[config.mk]
export PLATFORM = sky130hd
export DESIGN_NAME = udp_encoder
export DESIGN_NICKNAME = d
export VERILOG_FILES = /design/src/rtl/udp_encoder.sv
export SDC_FILE = /design/constraint.sdc
export NUM_CORES = 1
export LEC_CHECK = 0
export BUFFER_PORTS_ARGS = -buffer_cell sky130_fd_sc_hd__buf_4
export CORE_ASPECT_RATIO = 0.8
export CORE_MARGIN = 4
export CORE_UTILIZATION = 28
export CTS_BUF_LIST = sky130_fd_sc_hd__clkbuf_8 sky130_fd_sc_hd__clkbuf_16
export DETAILED_ROUTE_END_ITERATION = 8
export PLACE_DENSITY = 0.47
export SLEW_MARGIN = 20
export SYNTH_ARGS = -nofsm -noshare
export SYNTH_HDL_FRONTEND = slang
export SYNTH_SLANG_ARGS = --single-unit
[constraint.sdc]
create_clock -name clk -period 8.7 [get_ports clk]
set_input_delay 0.435 -clock clk [delete_from_list [all_inputs] [get_ports clk]]
set_output_delay 0.435 -clock clk [all_outputs]
set_load 0.005 [all_outputs]
[src/rtl/udp_encoder.sv]
// UDP segment builder: buffers the payload, sums pseudo-header + UDP header + payload
// into a wide accumulator, then streams {ports}, {length, checksum} and the payload words.
module udp_encoder #(
    parameter int MAX_WORDS = 16
) (
    input  logic        clk,
    input  logic        reset,
    input  logic [31:0] src_ip,
    input  logic [31:0] dest_ip,
    input  logic [15:0] src_port,
    input  logic [15:0] dest_port,
    input  logic [15:0] len_data,
    input  logic        start,
    input  logic [31:0] data_in,
    input  logic        data_valid,
    output logic        data_rdy,
    output logic [31:0] data,
    output logic        wr_en,
    output logic        fin,
    output logic        busy,
    output logic        err
);
    localparam int AW    = (MAX_WORDS > 1) ? $clog2(MAX_WORDS) : 1;
    localparam int CW    = $clog2(MAX_WORDS + 1);
    localparam int ACC_W = 16 + $clog2(2 * MAX_WORDS + 16);
    localparam logic [16:0] MAX_BYTES = 17'(4 * MAX_WORDS);

    typedef enum logic [2:0] {IDLE, LOAD, FOLD, HDR0, HDR1, PAY} state_t;

    state_t           state_reg, state_next;
    logic [15:0]      src_port_reg, src_port_next;
    logic [15:0]      dest_port_reg, dest_port_next;
    logic [15:0]      len_udp_reg, len_udp_next;
    logic [15:0]      csum_reg, csum_next;
    logic [1:0]       tail_reg, tail_next;
    logic [CW-1:0]    words_reg, words_next;
    logic [CW-1:0]    wr_idx_reg, wr_idx_next;
    logic [CW-1:0]    rd_idx_reg, rd_idx_next;
    logic [ACC_W-1:0] acc_reg, acc_next;
    logic [31:0]      data_reg, data_next;
    logic             wr_en_reg, wr_en_next;
    logic             fin_reg, fin_next;
    logic             err_reg, err_next;

    logic [31:0]      mem [MAX_WORDS];
    logic [31:0]      rd_data_reg;
    logic [AW-1:0]    rd_addr;
    logic             mem_we;

    logic [15:0]      len_udp_in;
    logic [ACC_W-1:0] hdr_sum;
    logic             last_word;
    logic [3:0]       byte_keep;
    logic [31:0]      pay_word;
    logic [16:0]      fold1;
    logic [15:0]      fold2;
    logic [15:0]      csum_raw;

    assign len_udp_in = len_data + 16'd8;
    assign hdr_sum = ACC_W'(src_ip[31:16]) + ACC_W'(src_ip[15:0])
                   + ACC_W'(dest_ip[31:16]) + ACC_W'(dest_ip[15:0])
                   + ACC_W'(16'h0011) + ACC_W'(len_udp_in) + ACC_W'(len_udp_in)
                   + ACC_W'(src_port) + ACC_W'(dest_port);

    // Bytes past the end of the payload are zeroed in the final word only.
    assign last_word = (wr_idx_reg + CW'(1)) == words_reg;
    for (genvar gi = 0; gi < 4; gi++) begin : g_pad
        assign byte_keep[gi] = !last_word || (tail_reg == 2'd0) || (2'(gi) < tail_reg);
        assign pay_word[31-8*gi -: 8] = byte_keep[gi] ? data_in[31-8*gi -: 8] : 8'h00;
    end

    // Two end-around folds are enough: the first leaves at most a single carry.
    assign fold1    = {1'b0, acc_reg[15:0]} + 17'(acc_reg[ACC_W-1:16]);
    assign fold2    = fold1[15:0] + {15'd0, fold1[16]};
    assign csum_raw = ~fold2;

    // Read one word ahead so the registered read data is ready on each PAY edge.
    assign rd_addr = (state_reg == PAY) ? rd_idx_reg[AW-1:0] + AW'(1) : '0;

    always_comb begin
        state_next     = state_reg;
        src_port_next  = src_port_reg;
        dest_port_next = dest_port_reg;
        len_udp_next   = len_udp_reg;
        csum_next      = csum_reg;
        tail_next      = tail_reg;
        words_next     = words_reg;
        wr_idx_next    = wr_idx_reg;
        rd_idx_next    = rd_idx_reg;
        acc_next       = acc_reg;
        data_next      = data_reg;
        wr_en_next     = 1'b0;
        fin_next       = 1'b0;
        err_next       = 1'b0;
        mem_we         = 1'b0;
        case (state_reg)
            IDLE: begin
                if (start && !fin_reg) begin
                    if ({1'b0, len_data} > MAX_BYTES) begin
                        err_next = 1'b1;
                    end else begin
                        src_port_next  = src_port;
                        dest_port_next = dest_port;
                        len_udp_next   = len_udp_in;
                        tail_next      = len_data[1:0];
                        words_next     = CW'((len_data + 16'd3) >> 2);
                        wr_idx_next    = '0;
                        acc_next       = hdr_sum;
                        state_next     = (len_data == 16'd0) ? FOLD : LOAD;
                    end
                end
            end
            LOAD: begin
                if (data_valid) begin
                    mem_we      = 1'b1;
                    acc_next    = acc_reg + ACC_W'(pay_word[31:16]) + ACC_W'(pay_word[15:0]);
                    wr_idx_next = wr_idx_reg + CW'(1);
                    if (last_word) state_next = FOLD;
                end
            end
            FOLD: begin
                csum_next  = (csum_raw == 16'h0000) ? 16'hFFFF : csum_raw;
                acc_next   = '0;
                state_next = HDR0;
            end
            HDR0: begin
                wr_en_next = 1'b1;
                data_next  = {src_port_reg, dest_port_reg};
                state_next = HDR1;
            end
            HDR1: begin
                wr_en_next  = 1'b1;
                data_next   = {len_udp_reg, csum_reg};
                rd_idx_next = '0;
                if (words_reg == '0) begin
                    fin_next   = 1'b1;
                    state_next = IDLE;
                end else begin
                    state_next = PAY;
                end
            end
            PAY: begin
                wr_en_next  = 1'b1;
                data_next   = rd_data_reg;
                rd_idx_next = rd_idx_reg + CW'(1);
                if ((rd_idx_reg + CW'(1)) == words_reg) begin
                    fin_next   = 1'b1;
                    state_next = IDLE;
                end
            end
            default: state_next = IDLE;
        endcase
    end

    always_ff @(posedge clk) begin
        if (reset) begin
            state_reg     <= IDLE;
            src_port_reg  <= '0;
            dest_port_reg <= '0;
            len_udp_reg   <= '0;
            csum_reg      <= '0;
            tail_reg      <= '0;
            words_reg     <= '0;
            wr_idx_reg    <= '0;
            rd_idx_reg    <= '0;
            acc_reg       <= '0;
            data_reg      <= '0;
            wr_en_reg     <= 1'b0;
            fin_reg       <= 1'b0;
            err_reg       <= 1'b0;
        end else begin
            state_reg     <= state_next;
            src_port_reg  <= src_port_next;
            dest_port_reg <= dest_port_next;
            len_udp_reg   <= len_udp_next;
            csum_reg      <= csum_next;
            tail_reg      <= tail_next;
            words_reg     <= words_next;
            wr_idx_reg    <= wr_idx_next;
            rd_idx_reg    <= rd_idx_next;
            acc_reg       <= acc_next;
            data_reg      <= data_next;
            wr_en_reg     <= wr_en_next;
            fin_reg       <= fin_next;
            err_reg       <= err_next;
        end
    end

    always_ff @(posedge clk) begin
        if (mem_we) mem[wr_idx_reg[AW-1:0]] <= pay_word;
        rd_data_reg <= mem[rd_addr];
    end

    assign data_rdy = (state_reg == LOAD);
    assign busy     = (state_reg != IDLE) || fin_reg;
    assign data     = data_reg;
    assign wr_en    = wr_en_reg;
    assign fin      = fin_reg;
    assign err      = err_reg;
endmodule

==> flow_summary.ini <==
[power]
totalPowerFinal_mw = 7.88
leakagePower_nw = 12.9
comb_power_share = 0.179
ir_drop_uv = 235
power_frac_clock = 0.377
switching_share = 0.270
p_int_mw = 5.75
power_frac_seq = 0.444
p_switching_mw = 2.13
power_density_mw_per_mm2 = 211

[sta]
rsz0062_at_grt = false
fmax_mhz = 143
fin_skew_ns = 0.0152
setup_tns_ns = 0
tightestPinTransition_ns = 1.07
setup_viol = 0
hold_viol_final = 0
period_share = 0.803
min_period_ns = 6.99
max_slew_margin = 0.283
drv_slew = 0

[grt]
antenna_found_initial = 3
grt-ovfl-total = 0
grt_pass1_wl_um = 144000
met3_usage = 0.0332
top_usage_layer = met1
use_met1 = 0.251
grt_max_degree = 168
use_met2 = 0.235
grtUsageTotal = 0.163
grt_pass1_vias = 20600

[die]
ios = 185
initial_core_util = 0.283
core_area_mm2 = 0.113
die_area_mm2 = 0.120
die_h_um = 311
die_w_um = 386
num_rows = 110

[placed_design]
hpwl_um = 63300
gp_congestion = 0.857
port_buffers = 184

[clock_tree]
clk_latency_ns = 0.64
cts_made_buffers = 69
cts.path.max_buffers = 3
holdBufCountCts = 0
cts_tree = built
cts_resized = 0
clk_pin_slew_ns = 0.07
post-cts-setup-buffers = 0
root_buffer = clkbuf_16
cts_sinks = 683
htreeDepth = 3

[worst_hold_path]
min_path_type = input port to register
whs_path_depth = 3
hold_start = src_port[15]
whs_endpoint = src_port_reg[15]

[synthesis]
yosysSeqAreaShare = 0.586
syn-instance-count = 2687
synth_cell_types = 72
synth_seq_cells = 683
synth.avg_cell_area_um2 = 11.9
async_flop_share = 0
synth_warnings = 0
synth_edf_count = 512
synth_ff_type = edfxtp_1
syn-num-nets = 2998
syn_area_mm2 = 0.0321

[cells_and_area]
area_growth_pct = 16.4
num_antenna_cells = 0
multi_input_area_mm2 = 0.0123
final_nets = 3114
drive_gt1_frac = 0.140
largest_reg_flops = 512
layout_commonest_cell = edfxtp_1
n_fill_cell = 11400
regArea_mm2 = 0.0188
final_cell_mix = 512 x edfxtp_1, 382 x nand2_1, 220 x buf_4, 186 x a211oi_1, 181 x a21oi_1

[worst_setup_path]
rrSetupSlack_ns = 1.71
worstPathRequired_ns = 9.20
worstSetupPathType = register to register
worstReg2RegEnd = acc_reg[17]
r2r_start = wr_idx_reg[0]
start_kind = register
cp_max_fo = 17
crit_arrival_ns = 7.48
r2r_cells = 21
end_kind = register

[detailed_routing]
wire_per_inst_um = 22.8
detail-route-antenna-nets = 0
first_pass_iters = 5
drt-initial-drc-count = 1493
vias_per_cell = 4.89
drc_errors = 0
routed_wl_um = 99500
vias = 21400

[outcome]
status = completed

[flow_run]
max_cap_viol_count = 0
## worst max-delay path, stage by stage (launching register included)
cell and delay (ns):
dfxtp_1 0.42, ha_1 0.33, nand3_1 0.20, or3_1 0.36
a2111oi_0 0.61, buf_4 0.25, o21ai_1 0.21, nor2_1 0.80
nor2b_1 0.48, fa_1 0.50, ha_1 0.21, inv_1 0.07
fa_1 0.22, nor2b_1 0.07, o21a_1 0.18, o21ai_0 0.35
a211oi_1 0.16, o41ai_1 0.57, o21ai_0 0.29, mux2_2 0.33
a22oi_1 0.13, a21oi_1 0.10
## final cells by class
type | instances | share of cell area
sequential | 683 | 0.504
multi-input combinational | 1721 | 0.330
clock buffer | 79 | 0.0509
tap | 1512 | 0.0507
timing repair buffer | 223 | 0.0456
inverter | 105 | 0.0106
clock inverter | 48 | 0.00878
## power by group through the flow
stage	logic, mW	clock network, mW	registers (mW)
after floorplan	0.953	0	3.57
after global placement	1.43	0	3.57
after detailed placement	1.42	0	3.57
after CTS	1.43	3.05	3.50
after global routing	1.59	3.18	3.49
final	1.41	2.97	3.50
## cells in the mapped netlist, drive strengths merged, types with 27 or more instances
master  instances  area share
nor2           84      0.0098
xnor2          56       0.015
and2           43      0.0084
inv           104       0.012
fa             96       0.060
nor2b         144       0.028
o21ai          27      0.0042
edfxtp        512        0.48
dfxtp         171        0.11
nor3           31      0.0048
mux2i          33       0.010
a211oi        195       0.047
a21oi         181       0.028
a311oi         68       0.019
clkbuf        159       0.019
ha             67       0.026
nand2         383       0.045
o221a          31       0.011
a31oi          71       0.014
## per-layer routing
layer	share of wire	routed length [um]	vias to the layer above
met2	0.43	42500	480
met5	0	0	-
met1	0.50	49800	10700
met4	0.017	1660	0
met3	0.056	5550	92
li1	-	-	10100
## worst max path at each step
| stage | startpoint | endpoint | slack [ns] | cells after the start |
|---|---|---|---|---|
| after CTS | wr_idx_reg[0] | acc_reg[17] | 1.82 | 19 |
| after floorplan | wr_idx_reg[0] | acc_reg[17] | 3.42 | 20 |
| after global placement | wr_idx_reg[0] | acc_reg[17] | 2.14 | 19 |
| after global routing | wr_idx_reg[1] | acc_reg[17] | 1.19 | 21 |
| after detailed placement | wr_idx_reg[0] | acc_reg[17] | 1.90 | 19 |
| final | wr_idx_reg[0] | acc_reg[17] | 1.71 | 21 |
## per-stage QoR
step	utilization	hold slack (ns)	cell area [um^2]	setup slack, ns	cells
3_3_place_gp	0.310	0.442	35100	2.14	4243
5_1_grt	0.330	0.0450	37300	1.19	4371
3_5_place_dp	0.310	0.445	35100	1.90	4244
6_report	0.330	0.0672	37300	1.71	4371
4_1_cts	0.330	0.0184	37300	1.82	4371
2_1_floorplan	-	0.429	32100	3.42	2687
## kinds of logic (layout without fill, tap and decap cells)
| group | Yosys count | count (layout) | share of synthesized area |
|---|---|---|---|
| buf+inv | 283 | 455 | 0.0335 |
| fa+ha+maj | 163 | 163 | 0.0861 |
| mux | 34 | 34 | 0.0107 |
| xor+xnor | 78 | 78 | 0.0213 |
| simple gates | 780 | 780 | 0.115 |
| flops | 683 | 683 | 0.586 |
| compound gates | 666 | 666 | 0.147 |
No activity file was read; power rests on OpenSTA's default activity.
